==> src/rtl/ring_johnson_counter_if.sv <==
// Control/status bundle for ring_johnson_counter: step/load controls in, state and flags out.
interface ring_johnson_counter_if #(
  parameter int unsigned WIDTH = 4
);
  logic             Enable;
  logic             Dir;
  logic             Mode;
  logic             Load;
  logic [WIDTH-1:0] Load_value;
  logic [WIDTH-1:0] Count_out;
  logic             Wrap;
  logic             Legal;

  modport master (
    output Enable, Dir, Mode, Load, Load_value,
    input  Count_out, Wrap, Legal
  );

  modport slave (
    input  Enable, Dir, Mode, Load, Load_value,
    output Count_out, Wrap, Legal
  );
endinterface

==> src/rtl/ring_johnson_counter.sv <==
// WIDTH-bit ring / Johnson shift counter with up/down, load, wrap pulse and legality flag.
// Optional build macro RING_JOHNSON_SELF_CORRECT_EN: illegal states reseed in one cycle.
module ring_johnson_counter #(
  parameter int unsigned WIDTH = 4
) (
  input logic                   Clock,
  input logic                   Reset,
  ring_johnson_counter_if.slave bus
);

  typedef enum logic {
    MODE_RING    = 1'b0,
    MODE_JOHNSON = 1'b1
  } mode_e;

  mode_e            mode_q, mode_d, mode_in;
  logic [WIDTH-1:0] count_q, count_d;
  logic             wrap_q, wrap_d;
  logic [WIDTH-1:0] step;
  logic [WIDTH-2:0] edges;
  logic             legal;

  function automatic logic [WIDTH-1:0] seed_of(input mode_e m);
    return (m == MODE_RING) ? {{(WIDTH-1){1'b0}}, 1'b1} : '0;
  endfunction

  assign mode_in = mode_e'(bus.Mode);

  // Johnson differs from ring only by inverting the bit fed back around the end.
  always_comb begin
    step = count_q;
    if (!bus.Dir) begin
      step = {count_q[WIDTH-2:0],
              (mode_q == MODE_JOHNSON) ? ~count_q[WIDTH-1] : count_q[WIDTH-1]};
    end else begin
      step = {(mode_q == MODE_JOHNSON) ? ~count_q[0] : count_q[0],
              count_q[WIDTH-1:1]};
    end
  end

  assign edges = count_q[WIDTH-2:0] ^ count_q[WIDTH-1:1];

  always_comb begin
    legal = 1'b0;
    if (mode_q == MODE_RING) legal = ($countones(count_q) == 1);
    else                     legal = ($countones(edges) <= 1);
  end

  always_comb begin
    mode_d  = mode_q;
    count_d = count_q;
    wrap_d  = 1'b0;
    if (Reset) begin
      mode_d  = mode_in;
      count_d = seed_of(mode_in);
    end else if (mode_in != mode_q) begin
      mode_d  = mode_in;
      count_d = seed_of(mode_in);
    end else if (bus.Load) begin
      count_d = bus.Load_value;
`ifdef RING_JOHNSON_SELF_CORRECT_EN
    end else if (!legal) begin
      count_d = seed_of(mode_q);
`endif
    end else if (bus.Enable) begin
      count_d = step;
      wrap_d  = (step == seed_of(mode_q));
    end
  end

  always_ff @(posedge Clock) begin
    mode_q  <= mode_d;
    count_q <= count_d;
    wrap_q  <= wrap_d;
  end

  assign bus.Count_out = count_q;
  assign bus.Wrap      = wrap_q;
  assign bus.Legal     = legal;

endmodule
==> src/flat_wrapper.sv <==
// flat-port wrapper written by rule: the top's interface ports become plain ports
module ring_johnson_counter_flat 
#(
  parameter int unsigned WIDTH = 4
)
  (Clock, Reset, bus_Enable, bus_Dir, bus_Mode, bus_Load, bus_Load_value, bus_Count_out, bus_Wrap, bus_Legal);
  ring_johnson_counter_if #(.WIDTH(WIDTH)) bus_i ();
  input logic Clock;
  input logic Reset;
  input wire logic [$bits(bus_i.Enable)-1:0] bus_Enable;
  input wire logic [$bits(bus_i.Dir)-1:0] bus_Dir;
  input wire logic [$bits(bus_i.Mode)-1:0] bus_Mode;
  input wire logic [$bits(bus_i.Load)-1:0] bus_Load;
  input wire logic [$bits(bus_i.Load_value)-1:0] bus_Load_value;
  output wire logic [$bits(bus_i.Count_out)-1:0] bus_Count_out;
  output wire logic [$bits(bus_i.Wrap)-1:0] bus_Wrap;
  output wire logic [$bits(bus_i.Legal)-1:0] bus_Legal;
  assign bus_i.Enable = bus_Enable;
  assign bus_i.Dir = bus_Dir;
  assign bus_i.Mode = bus_Mode;
  assign bus_i.Load = bus_Load;
  assign bus_i.Load_value = bus_Load_value;
  assign bus_Count_out = bus_i.Count_out;
  assign bus_Wrap = bus_i.Wrap;
  assign bus_Legal = bus_i.Legal;
  ring_johnson_counter #(.WIDTH(WIDTH)) u_core (.Clock(Clock), .Reset(Reset), .bus(bus_i));
endmodule
==> config.mk <==
export PLATFORM = sky130hd
export DESIGN_NAME = ring_johnson_counter_flat
export DESIGN_NICKNAME = d
export VERILOG_FILES = /design/src/rtl/ring_johnson_counter_if.sv /design/src/rtl/ring_johnson_counter.sv /design/src/flat_wrapper.sv
export SDC_FILE = /design/constraint.sdc
export NUM_CORES = 1
export LEC_CHECK = 0
export ABC_CLOCK_PERIOD_IN_PS = 3600
export CAP_MARGIN = 20
export CORE_AREA = 2 2 39 41
export CTS_BUF_LIST = sky130_fd_sc_hd__clkbuf_4
export DETAILED_ROUTE_END_ITERATION = 16
export DIE_AREA = 0 0 41 43
export PLACE_DENSITY = 0.7
export SYNTH_ARGS = -nofsm -noshare
export SYNTH_HDL_FRONTEND = slang
export SYNTH_SLANG_ARGS = --single-unit
==> constraint.sdc <==
create_clock -name Clock -period 3.6 [get_ports Clock]
set_input_delay 0.72 -clock Clock [delete_from_list [all_inputs] [get_ports Clock]]
set_output_delay 0.72 -clock Clock [all_outputs]
set_load 0.01 [all_outputs]
==> summary.md <==
| Metric | Value |
|---|---|
| Vias per inst | 4.869 |
| Crit-path leading delay family | adder cells |
| Largest family of logic cells by synthesized area | simple AND/OR/NAND/NOR gates |
| Max-cap viol count | 0 |
| I/O pin total | 16 |
| Outcome | finished, final reports clean |
| Hold/Removal Path Class | flop to flop |
| Total iterations of the first detailed-routing run | 3 |
| GPL Wtd Cong | 0.7157 |
| Synth Cell Area | 501.7 sq um |
| Max Fclk | 0.3028 GHz |
| Sequential area share after synthesis | 33.92% |
| GRT Resource Usage Total | 14.43% |
| Setup violations, final | 0 |
| Sw Ratio | 30.01% |
| Vias in the first global route | 376 |
| Clk Latency, worst-skew pair | 0.26 ns |
| Crit path depth | 7 |
| # hold bufs at CTS | 0 |
| Mux share of post-synthesis cell area | 5.985% |
| Rel. slew slack | 76.81% |
| Internal | 0.0001766 W |
| Critical path type | flop to primary output |
| Fraction of the mapped netlist area in simple logic gates | 17.21% |
| Starting Density | 36.26% |
| Asr flop ratio synth | 0% |
| CP Capture Type | primary output |
| Final worst-path cycle share | 91.74% |
| Part of the power in the clock network | 31.8% |
| Worst-Margin Slew | 0.3479 ns |
| Dpl hpwl | 735.6 um |
| Largest net degree at the start of global routing | 11 |
| Worst Path Required | 2.88 ns |
| Row count | 14 |
| Post-synth EDFFs | 5 |
| WL final | 1014 um |
| Ys Warns | 0 |
| Maximum VDD drop | 0.1974 mV |
| Clock buffer depth | 2 |
| Clock skew | 0.008817 ns |
| Synth cell types | 28 |
| Net Switching | 0.00007573 W |
| Pins over their slew limit | 0 |
| Die Wd | 41 um |
| H-tree depth | 1 |
| Via count | 409 |
| Hold Path Cell Cnt | 3 |
| Crit path top cell by count | ha_1 |
| Buf/Inv on CP | 2 |
| Synth Area in Adders | 15.46% |
| Post-route minimum period | 3.303 ns |
| DIE AREA | 1763 sq um |
| Syn Nets | 67 |
| Comb power frac | 30.9% |
| Syn_area_per_cell | 9.649 sq um |
| Initial antenna violation count | 0 |
| Ys flop type | edfxtp_1 |
| CTS root buf | clkbuf_4 |
| Worst R2R Path Depth | 3 |
| Share of layout cells above drive strength 1 | 8.824% |
| Crit-path max FO | 8 |
| Fill cell count | 128 |
| Core area | 1384 sq um |
| Inserted Clock Buffers | 3 |
| Antenna Cells | 0 |
| XOR/XNOR share of the synthesized area | 8.479% |
| Critical path's largest stage delay | 0.56 ns |
| CTS Sinks | 6 |
| Die height | 43 um |
| Critical Path Start | u_core.bus.Count_out[1]$_SDFFCE_PP0P_ |
| Compound-Gate Fraction of Synth Area | 11.97% |
| Residual DRC | 0 |
| Area of the multi-input gates | 296.5 sq um |
| Post-DR wirelength/cell | 12.07 um |
| Final ANT Viol Nets | 0 |
| Seq. cell area | 170.2 sq um |
| Worst path cell trace | ha_1, ha_1, inv_1, fa_1, nand4_1, o21ai_0, clkdlybuf4s50_1 |
| Layout area overhead | 35.91% |
| Post_cts resized | 0 |
| Nets | 84 |
| First-pass GRT wire length | 1662 um |
| Flop pwr share | 37.3% |
| Hold_sp | u_core.bus.Count_out[2]$_SDFFCE_PP0P_ |
| Detailed Route Iter0 Violations | 2 |
| Cells after Synth | 52 |
| Grt ovf | 0 |
| Pwr/cell area | 370.0 nW/um^2 |
| Slowest stage cell, crit path | clkdlybuf4s50_1 |
| Reg-to-Reg Start | u_core.mode_q$_DFFE_PP_ |
| Seq cells post-synth | 6 |
| Setup tns final | 0 ns |
| Worst EP arrival | 2.58 ns |
| CTS tree | built |
| Worst-path clk slew | 0.05 ns |
| Setup crit start kind | flop |
| LEAKAGE | 0.2679 nW |
| Setup bufs post-CTS | 0 |
| Unrepaired setup endpoints after global routing | false |
| Power, Total | 0.0002523 W |
| # port buffers | 15 |
| Final Hold Fails | 0 |
-- cell usage after synthesis (2+ instances only) --
cell type | n | area share, %
ha_1 | 3 | 7.5
nor2_1 | 7 | 5.2
nand2_1 | 2 | 1.5
o21ai_0 | 3 | 3.0
mux2i_1 | 3 | 6.0
xor2_1 | 2 | 3.5
edfxtp_1 | 5 | 30
fa_1 | 2 | 8.0
inv_1 | 4 | 3.0
a21oi_1 | 3 | 3.0
-- metrics by stage --
| stage | instances | util, % | setup slack (ns) | instance area [sq um] | hold WS, ns |
|---|---|---|---|---|---|
| finish | 84 | 49.28 | 0.2973 | 681.9 | 0.7598 |
| global route | 84 | 49.28 | 0.1444 | 681.9 | 0.8775 |
| CTS | 84 | 49.28 | 0.2832 | 681.9 | 0.7631 |
| detailed placement | 80 | 47.11 | 0.5714 | 651.9 | 0.7596 |
| global placement | 80 | 47.11 | 0.6631 | 651.9 | 0.7461 |
| floorplan | 52 | - | 1.151 | 501.7 | 0.7129 |
-- worst register-to-register path, delay by kind of cell, from the launching register on --
family	cells	cell delay, ns
AND/OR/NAND/NOR	2	0.56
flip-flops	1	0.54
XOR/XNOR	1	0.22
-- flip-flops by register name, summed over array words and instances (netlist names) --
signal / cells
u_core.bus.Count_out: 4
u_core.bus.Wrap: 1
u_core.mode_q: 1
-- layer usage --
layer / vias up / global-route usage [%] / wire length, um
met5: - / 0 / 0
li1: 212 / - / -
met2: 11 / 18.75 / 469
met4: 0 / 12.00 / 27
met3: 2 / 3.141 / 26
met1: 184 / 19.40 / 490
-- power groups by stage --
stage	combinational (W)	sequential (W)	clock, W
2_1_floorplan	0.0000473	0.0000932	0
3_3_place_gp	0.0000772	0.0000953	0
3_5_place_dp	0.0000784	0.0000959	0
4_1_cts	0.0000788	0.0000945	0.0000829
5_1_grt	0.0000879	0.0000959	0.0000863
6_report	0.0000780	0.0000941	0.0000802
-- final cells by class --
type,count,area share [%]
tap,16,2.936
inverter,4,2.202
sequential,6,24.95
multi-input combinational,39,43.49
timing repair buffer,15,22.02
clock buffer,4,4.404
-- placed cells by master (no fill, tap or decap) --
| cell | instances |
|---|---|
| nor2_1 | 7 |
| nor4_1 | 1 |
| nor3_1 | 1 |
| clkbuf_4 | 4 |
| xnor2_1 | 1 |
| nand4_1 | 1 |
| a22oi_1 | 1 |
| and2_1 | 1 |
| nand2_1 | 2 |
| dfxtp_1 | 1 |
| fa_1 | 2 |
| clkdlybuf4s50_1 | 15 |
| ha_1 | 3 |
| inv_1 | 4 |
| xnor2_2 | 1 |
| a21oi_1 | 3 |
| nand2b_2 | 1 |
| edfxtp_1 | 5 |
| mux2i_1 | 3 |
| o21ai_0 | 3 |
| or3_1 | 1 |
| a211oi_1 | 1 |
| xor2_1 | 2 |
| nand2b_1 | 1 |
| nor3b_1 | 1 |
| o22ai_1 | 1 |
| o221ai_1 | 1 |
-- final timing paths --
| path | to | slack, ns |
|---|---|---|
| setup / recovery | bus_Legal | 0.30 |
| hold reg to reg | u_core.bus.Wrap$_SDFF_PP0_ | 0.76 |
| hold / removal | u_core.bus.Wrap$_SDFF_PP0_ | 0.76 |
| setup reg to reg | u_core.bus.Count_out[2]$_SDFFCE_PP0P_ | 2.00 |
-- logic make-up after synthesis --
group,after synthesis
AO/OA/AOI/OAI,10
XOR/XNOR,4
adder cells (fa/ha/maj),5
buffers and inverters,7
flip-flops,6
multiplexers,3
AND/OR/NAND/NOR,17
(Power assumes the default switching activity.)
